## config.mk

```make
export PLATFORM = sky130hd
export DESIGN_NAME = adder_serial_ctrl
export DESIGN_NICKNAME = d
export VERILOG_FILES = /design/src/rtl/adder_serial_ctrl.sv
export SDC_FILE = /design/constraint.sdc
export NUM_CORES = 1
export LEC_CHECK = 0
export BUFFER_PORTS_ARGS = -buffer_cell sky130_fd_sc_hd__buf_2
export CAP_MARGIN = 20
export CORE_MARGIN = 2
export CORE_UTILIZATION = 55
export DETAILED_ROUTE_END_ITERATION = 12
export PLACE_DENSITY = 0.82
export RECOVER_POWER = 50
export SYNTH_ARGS = -nofsm -noshare
export SYNTH_HDL_FRONTEND = slang
export SYNTH_SLANG_ARGS = --single-unit
```

## constraint.sdc

```tcl
create_clock -name clk -period 3.3 [get_ports clk]
set_input_delay 0.66 -clock clk [delete_from_list [all_inputs] [get_ports clk]]
set_output_delay 0.66 -clock clk [all_outputs]
set_load 0.02 [all_outputs]
```

## src/rtl/adder_serial_ctrl.sv

```systemverilog
// Parallel-to-serial operand driver and serial-to-parallel result collector for a bit-serial adder.
// Define SERIAL_CHECK_EN to add a reference adder and the sticky check_err output.
module adder_serial_ctrl #(
    parameter int unsigned WIDTH   = 32,
    parameter int unsigned ADD_LAT = 1
) (
    input  logic             clk,
    input  logic             n_reset,
    input  logic             in_valid,
    output logic             in_ready,
    input  logic [WIDTH-1:0] a_in,
    input  logic [WIDTH-1:0] b_in,
    input  logic             c_in,
`ifdef SERIAL_CHECK_EN
    output logic             check_err,
`endif
    output logic             ser_a,
    output logic             ser_b,
    output logic             ser_c,
    output logic             ser_first,
    input  logic             ser_f,
    input  logic             ser_co,
    output logic             out_valid,
    input  logic             out_ready,
    output logic [WIDTH-1:0] sum_out,
    output logic             carry_out
);

    localparam int unsigned CntW = (WIDTH > 1) ? $clog2(WIDTH) : 1;
    localparam logic [CntW-1:0] LastIdx = CntW'(WIDTH - 1);

    typedef enum logic [1:0] {
        StIdle,
        StShift,
        StDrain,
        StDone
    } state_e;

    state_e          state_q, state_d;
    logic [WIDTH-1:0] a_sh_q, a_sh_d;
    logic [WIDTH-1:0] b_sh_q, b_sh_d;
    logic [WIDTH-1:0] sum_sh_q, sum_sh_d;
    logic [WIDTH-1:0] sum_out_q, sum_out_d;
    logic             c_q, c_d;
    logic             carry_q, carry_d;
    logic [CntW-1:0]  bit_cnt_q, bit_cnt_d;
    logic [CntW-1:0]  cap_cnt_q, cap_cnt_d;
    logic             shift_act;
    logic             cap_en;
    logic             cap_last;

    assign shift_act = (state_q == StShift);
    assign cap_last  = cap_en && (cap_cnt_q == LastIdx);

    // cap_en marks the cycle in which the sum bit of a driven bit is present on ser_f.
    generate
        if (ADD_LAT == 0) begin : g_no_dly
            assign cap_en = shift_act;
        end else begin : g_dly
            logic [ADD_LAT-1:0] dly_q;

            always_ff @(posedge clk or negedge n_reset) begin
                if (!n_reset) begin
                    dly_q <= '0;
                end else begin
                    dly_q[0] <= shift_act;
                    for (int i = 1; i < ADD_LAT; i++) begin
                        dly_q[i] <= dly_q[i-1];
                    end
                end
            end

            assign cap_en = dly_q[ADD_LAT-1];
        end
    endgenerate

    always_comb begin
        state_d   = state_q;
        a_sh_d    = a_sh_q;
        b_sh_d    = b_sh_q;
        c_d       = c_q;
        bit_cnt_d = bit_cnt_q;
        cap_cnt_d = cap_cnt_q;
        sum_sh_d  = sum_sh_q;
        sum_out_d = sum_out_q;
        carry_d   = carry_q;

        unique case (state_q)
            StIdle: begin
                if (in_valid) begin
                    state_d   = StShift;
                    a_sh_d    = a_in;
                    b_sh_d    = b_in;
                    c_d       = c_in;
                    bit_cnt_d = '0;
                    cap_cnt_d = '0;
                end
            end
            StShift: begin
                a_sh_d    = a_sh_q >> 1;
                b_sh_d    = b_sh_q >> 1;
                bit_cnt_d = bit_cnt_q + CntW'(1);
                if (bit_cnt_q == LastIdx) begin
                    state_d = (ADD_LAT == 0) ? StDone : StDrain;
                end
            end
            StDrain: begin
                if (cap_last) begin
                    state_d = StDone;
                end
            end
            StDone: begin
                if (out_ready) begin
                    state_d = StIdle;
                end
            end
            default: state_d = StIdle;
        endcase

        // Bits arrive LSB-first, so capture index equals bit position.
        if (cap_en) begin
            sum_sh_d[cap_cnt_q] = ser_f;
            cap_cnt_d           = cap_cnt_q + CntW'(1);
            if (cap_last) begin
                sum_out_d = sum_sh_d;
                carry_d   = ser_co;
            end
        end
    end

    always_ff @(posedge clk or negedge n_reset) begin
        if (!n_reset) begin
            state_q   <= StIdle;
            a_sh_q    <= '0;
            b_sh_q    <= '0;
            c_q       <= 1'b0;
            bit_cnt_q <= '0;
            cap_cnt_q <= '0;
            sum_sh_q  <= '0;
            sum_out_q <= '0;
            carry_q   <= 1'b0;
        end else begin
            state_q   <= state_d;
            a_sh_q    <= a_sh_d;
            b_sh_q    <= b_sh_d;
            c_q       <= c_d;
            bit_cnt_q <= bit_cnt_d;
            cap_cnt_q <= cap_cnt_d;
            sum_sh_q  <= sum_sh_d;
            sum_out_q <= sum_out_d;
            carry_q   <= carry_d;
        end
    end

    assign in_ready  = (state_q == StIdle);
    assign out_valid = (state_q == StDone);
    assign ser_a     = shift_act & a_sh_q[0];
    assign ser_b     = shift_act & b_sh_q[0];
    assign ser_first = shift_act && (bit_cnt_q == '0);
    assign ser_c     = ser_first & c_q;
    assign sum_out   = sum_out_q;
    assign carry_out = carry_q;

`ifdef SERIAL_CHECK_EN
    logic [WIDTH:0] ref_q, ref_d;
    logic           err_q, err_d;

    always_comb begin
        ref_d = ref_q;
        err_d = err_q;
        if ((state_q == StIdle) && in_valid) begin
            ref_d = {1'b0, a_in} + {1'b0, b_in} + (WIDTH + 1)'(c_in);
        end
        // The final capture edge is the DONE entry edge.
        if (cap_last && ({ser_co, sum_sh_d} != ref_q)) begin
            err_d = 1'b1;
        end
    end

    always_ff @(posedge clk or negedge n_reset) begin
        if (!n_reset) begin
            ref_q <= '0;
            err_q <= 1'b0;
        end else begin
            ref_q <= ref_d;
            err_q <= err_d;
        end
    end

    assign check_err = err_q;
`endif

endmodule

```

==> flow_metrics.env <==
export IMPL_outcome="complete, but fails checks"
export IMPL_violations="max-capacitance violations, max-slew violations"
export IMPL_route_detailed_drc=0
export IMPL_synth_seq_cells=143
export IMPL_power_per_cell_area_nw_per_um2=866
export IMPL_htreeDepth=4
export IMPL_clock_path_buffers=2
export IMPL_path_max_fanout=19
export IMPL_firstDrtPassIters=4
export IMPL_io_buffers=109
export IMPL_fin_crit_sh_pct=90.9
export IMPL_finalSetupViolations=0
export IMPL_cts_resized=0
export IMPL_core_area_sq_um=12600
export IMPL_die_y_um=118
export IMPL_hold_ws_ps=473
export IMPL_nets=830
export IMPL_grt_max_degree=85
export IMPL_fin_tns_setup_ps=0
export IMPL_die_w_um=118
export IMPL_post_route_min_period_ps=3000
export IMPL_syn_avg_cell_area_sq_um=10.7
export IMPL_ir_drop_v=0.000761
export IMPL_stdcell_count=931
export IMPL_wl_per_cell_um=15.9
export IMPL_grt_overflow=0
export IMPL_post_dp_cell_area_sq_um=7690
export IMPL_critPathRequiredTime_ps=2640
export IMPL_grt_first_pass_wirelength_um=25100
export IMPL_max_freq_ghz=0.333
export IMPL_drive_gt1_share_pct=25.0
export IMPL_grt_total_usage_pct=22.5
export IMPL_start_util_pct=56.3
export IMPL_clk_pin_slew_ps=60
export IMPL_clock_latency_ps=420
export IMPL_numCtsBuffers=17
export IMPL_ios=110
export IMPL_drv_slew=84
export IMPL_power_mw=7.14
export IMPL_place_congestion=0.800
export IMPL_fin_worst_skew_ps=7.40
export IMPL_place_ws_ps=618
export IMPL_dieArea_sq_um=13800
export IMPL_cts_setup_buffers=0
export IMPL_cap_violations=1
export IMPL_power_leakage_nw=3.84
export IMPL_dp_cells=899
export IMPL_tightest_slew_ps=2130
export IMPL_cts_root_buffer="clkbuf_16"
export IMPL_worst_hold_path_type="in2reg"
export IMPL_crit_type="reg2out"
export IMPL_cts_hold_buf=0
export IMPL_design_area_sq_um=8250
export IMPL_relSlewSlack_pct=-42.1
export IMPL_crit_arrival_ps=2340
export IMPL_final_util_pct=65.3
export IMPL_ys_seq_area_share_pct=50.4
export IMPL_crit_path_end_kind="primary output"
export IMPL_cp_cell_sequence="inv_1 > ha_4 > nand2b_1 > nor4b_1 > and2_1 > buf_2"
export IMPL_cts_tree="built"
export IMPL_slowest_stage="nor4b_1"
export IMPL_fin_ws_ps=300
export IMPL_final_antenna_net_count=0
export IMPL_syn_cell_area_sq_um=7100
export IMPL_dp_hpwl_um=9920
export IMPL_rsz0062_at_grt="no"
export IMPL_crit_path_max_incr_delay_ps=510
export IMPL_startpoint_type="flop"
export IMPL_nFillCells=1036
export IMPL_vias=5117
export IMPL_diodes=0
export IMPL_syn_nets=749
export IMPL_yosysWarnings=0
export IMPL_syn_to_final_growth_pct=16.1
export IMPL_synthDistinctLibCells=39
export IMPL_finalHoldViolations=0
export IMPL_drt_iter0_drc=254
export IMPL_drt_wl_total_um=14800
export IMPL_antenna_found_initial=0
export IMPL_routed_via_density=5.50
export IMPL_grt_pass1_vias=5143
export IMPL_cts_sinks=143
export IMPL_netlist_instances=665
export IMPL_rows=41
[area by class of cell]
type / instances / area (sq um) / share of cell area, %
Tap cell: 172 / 215 / 2.61
Clock buffer: 21 / 470 / 5.71
Sequential cell: 143 / 3580 / 43.4
Clock inverter: 11 / 114 / 1.38
Multi-Input combinational cell: 458 / 3230 / 39.2
Inverter: 6 / 22.5 / 0.273
Timing Repair Buffer: 120 / 617 / 7.48
[power by group]
group / switching (mW) / internal (mW) / leakage, nW
clock network: 0.712 / 1.16 / 0.288
registers: 0.401 / 2.35 / 1.70
logic: 1.45 / 1.06 / 1.85
total: 2.56 / 4.58 / 3.84
[cells by family after synthesis]
family / after synthesis / share of synthesized area (%)
buffers and inverters: 64 / 4.51
AO/OA/AOI/OAI: 111 / 8.54
multiplexers: 131 / 19.1
flip-flops: 143 / 50.4
AND/OR/NAND/NOR: 201 / 14.9
adder cells (fa/ha/maj): 13 / 2.29
XOR/XNOR: 2 / 0.247
[final timing paths]
path,startpoint,end,slack [ps],cells past startpoint
setup / recovery,state_q[1],ser_c,300,6
hold / removal,c_in,c_q,470,2
setup reg to reg,state_q[0],b_sh_q[24],600,5
hold reg to reg,sum_out[26],sum_out[26],470,2
max in group asynchronous,n_reset,b_sh_q[10],990,2
min in group asynchronous,n_reset,sum_out[10],840,1
[layout by cell type, fill, tap and decap left out, types with 3 or more instances in the layout]
master,Yosys,final
clkinv_2,0,6
nor2_1,32,32
and2_1,3,3
buf_2,22,91
and4bb_2,12,12
nand3b_1,4,4
dfrtp_1,143,143
buf_4,3,9
nor4b_2,4,4
nand2_1,105,105
a21oi_1,3,3
nor2b_1,4,4
inv_1,6,6
nand4b_1,12,12
ha_1,13,12
mux2i_1,95,94
nand2b_1,6,6
clkbuf_16,0,17
nand3_1,8,8
mux2_2,34,34
clkbuf_1,23,18
nand4_1,4,4
o21ai_0,97,97
clkbuf_8,0,3
[Yosys cell counts]
master	n	area, sq um
dfrtp_1	143	3580
nand2_1	105	394
o21ai_0	97	485
mux2i_1	95	951
mux2_2	34	383
nor2_1	32	120
clkbuf_1	23	86.3
buf_2	22	110
ha_1	13	163
and4bb_2	12	150
nand4b_1	12	105
nand3_1	8	40.0
inv_1	6	22.5
nand2b_1	6	37.5
buf_6	5	56.3
nand3b_1	4	30.0
nand4_1	4	25.0
nor2b_1	4	25.0
nor4b_2	4	60.1
a21oi_1	3	15.0
and2_1	3	18.8
buf_4	3	22.5
clkbuf_2	3	15.0
a22o_1	2	17.5
a31oi_1	2	12.5
a32o_1	2	20.0
and3_1	2	12.5
buf_1	2	7.51
mux2_1	2	22.5
o21ai_1	2	10.0
xnor2_1	2	17.5
a2111oi_4	1	27.5
nand2_4	1	11.3
nor2b_2	1	8.76
nor4b_1	1	8.76
o311ai_0	1	8.76
o32a_1	1	10.0
or2_2	1	6.26
or3_1	1	6.26
[critical path, delay by kind of cell, from the launching register on]
| kind | cells | cell delay (ps) |
|---|---|---|
| AND/OR/NAND/NOR | 3 | 820 |
| flip-flops | 1 | 420 |
| adder cells (fa/ha/maj) | 1 | 370 |
| buffers and inverters | 2 | 310 |
[state kept, by name (all words and copies together), names as in the netlist, 2 cells and up]
name	flops
state_q	2
cap_cnt_q	5
sum_sh_q	32
a_sh_q	32
sum_out	32
b_sh_q	32
bit_cnt_q	5
[layer usage]
layer	routed length, um	global-route usage (%)	vias up
li1	-	-	2477
met1	6330	28.5	2463
met2	7300	36.4	139
met3	720	5.57	38
met4	436	10.5	0
met5	0	0	-
Note: power is estimated with default switching activity, not from simulation.
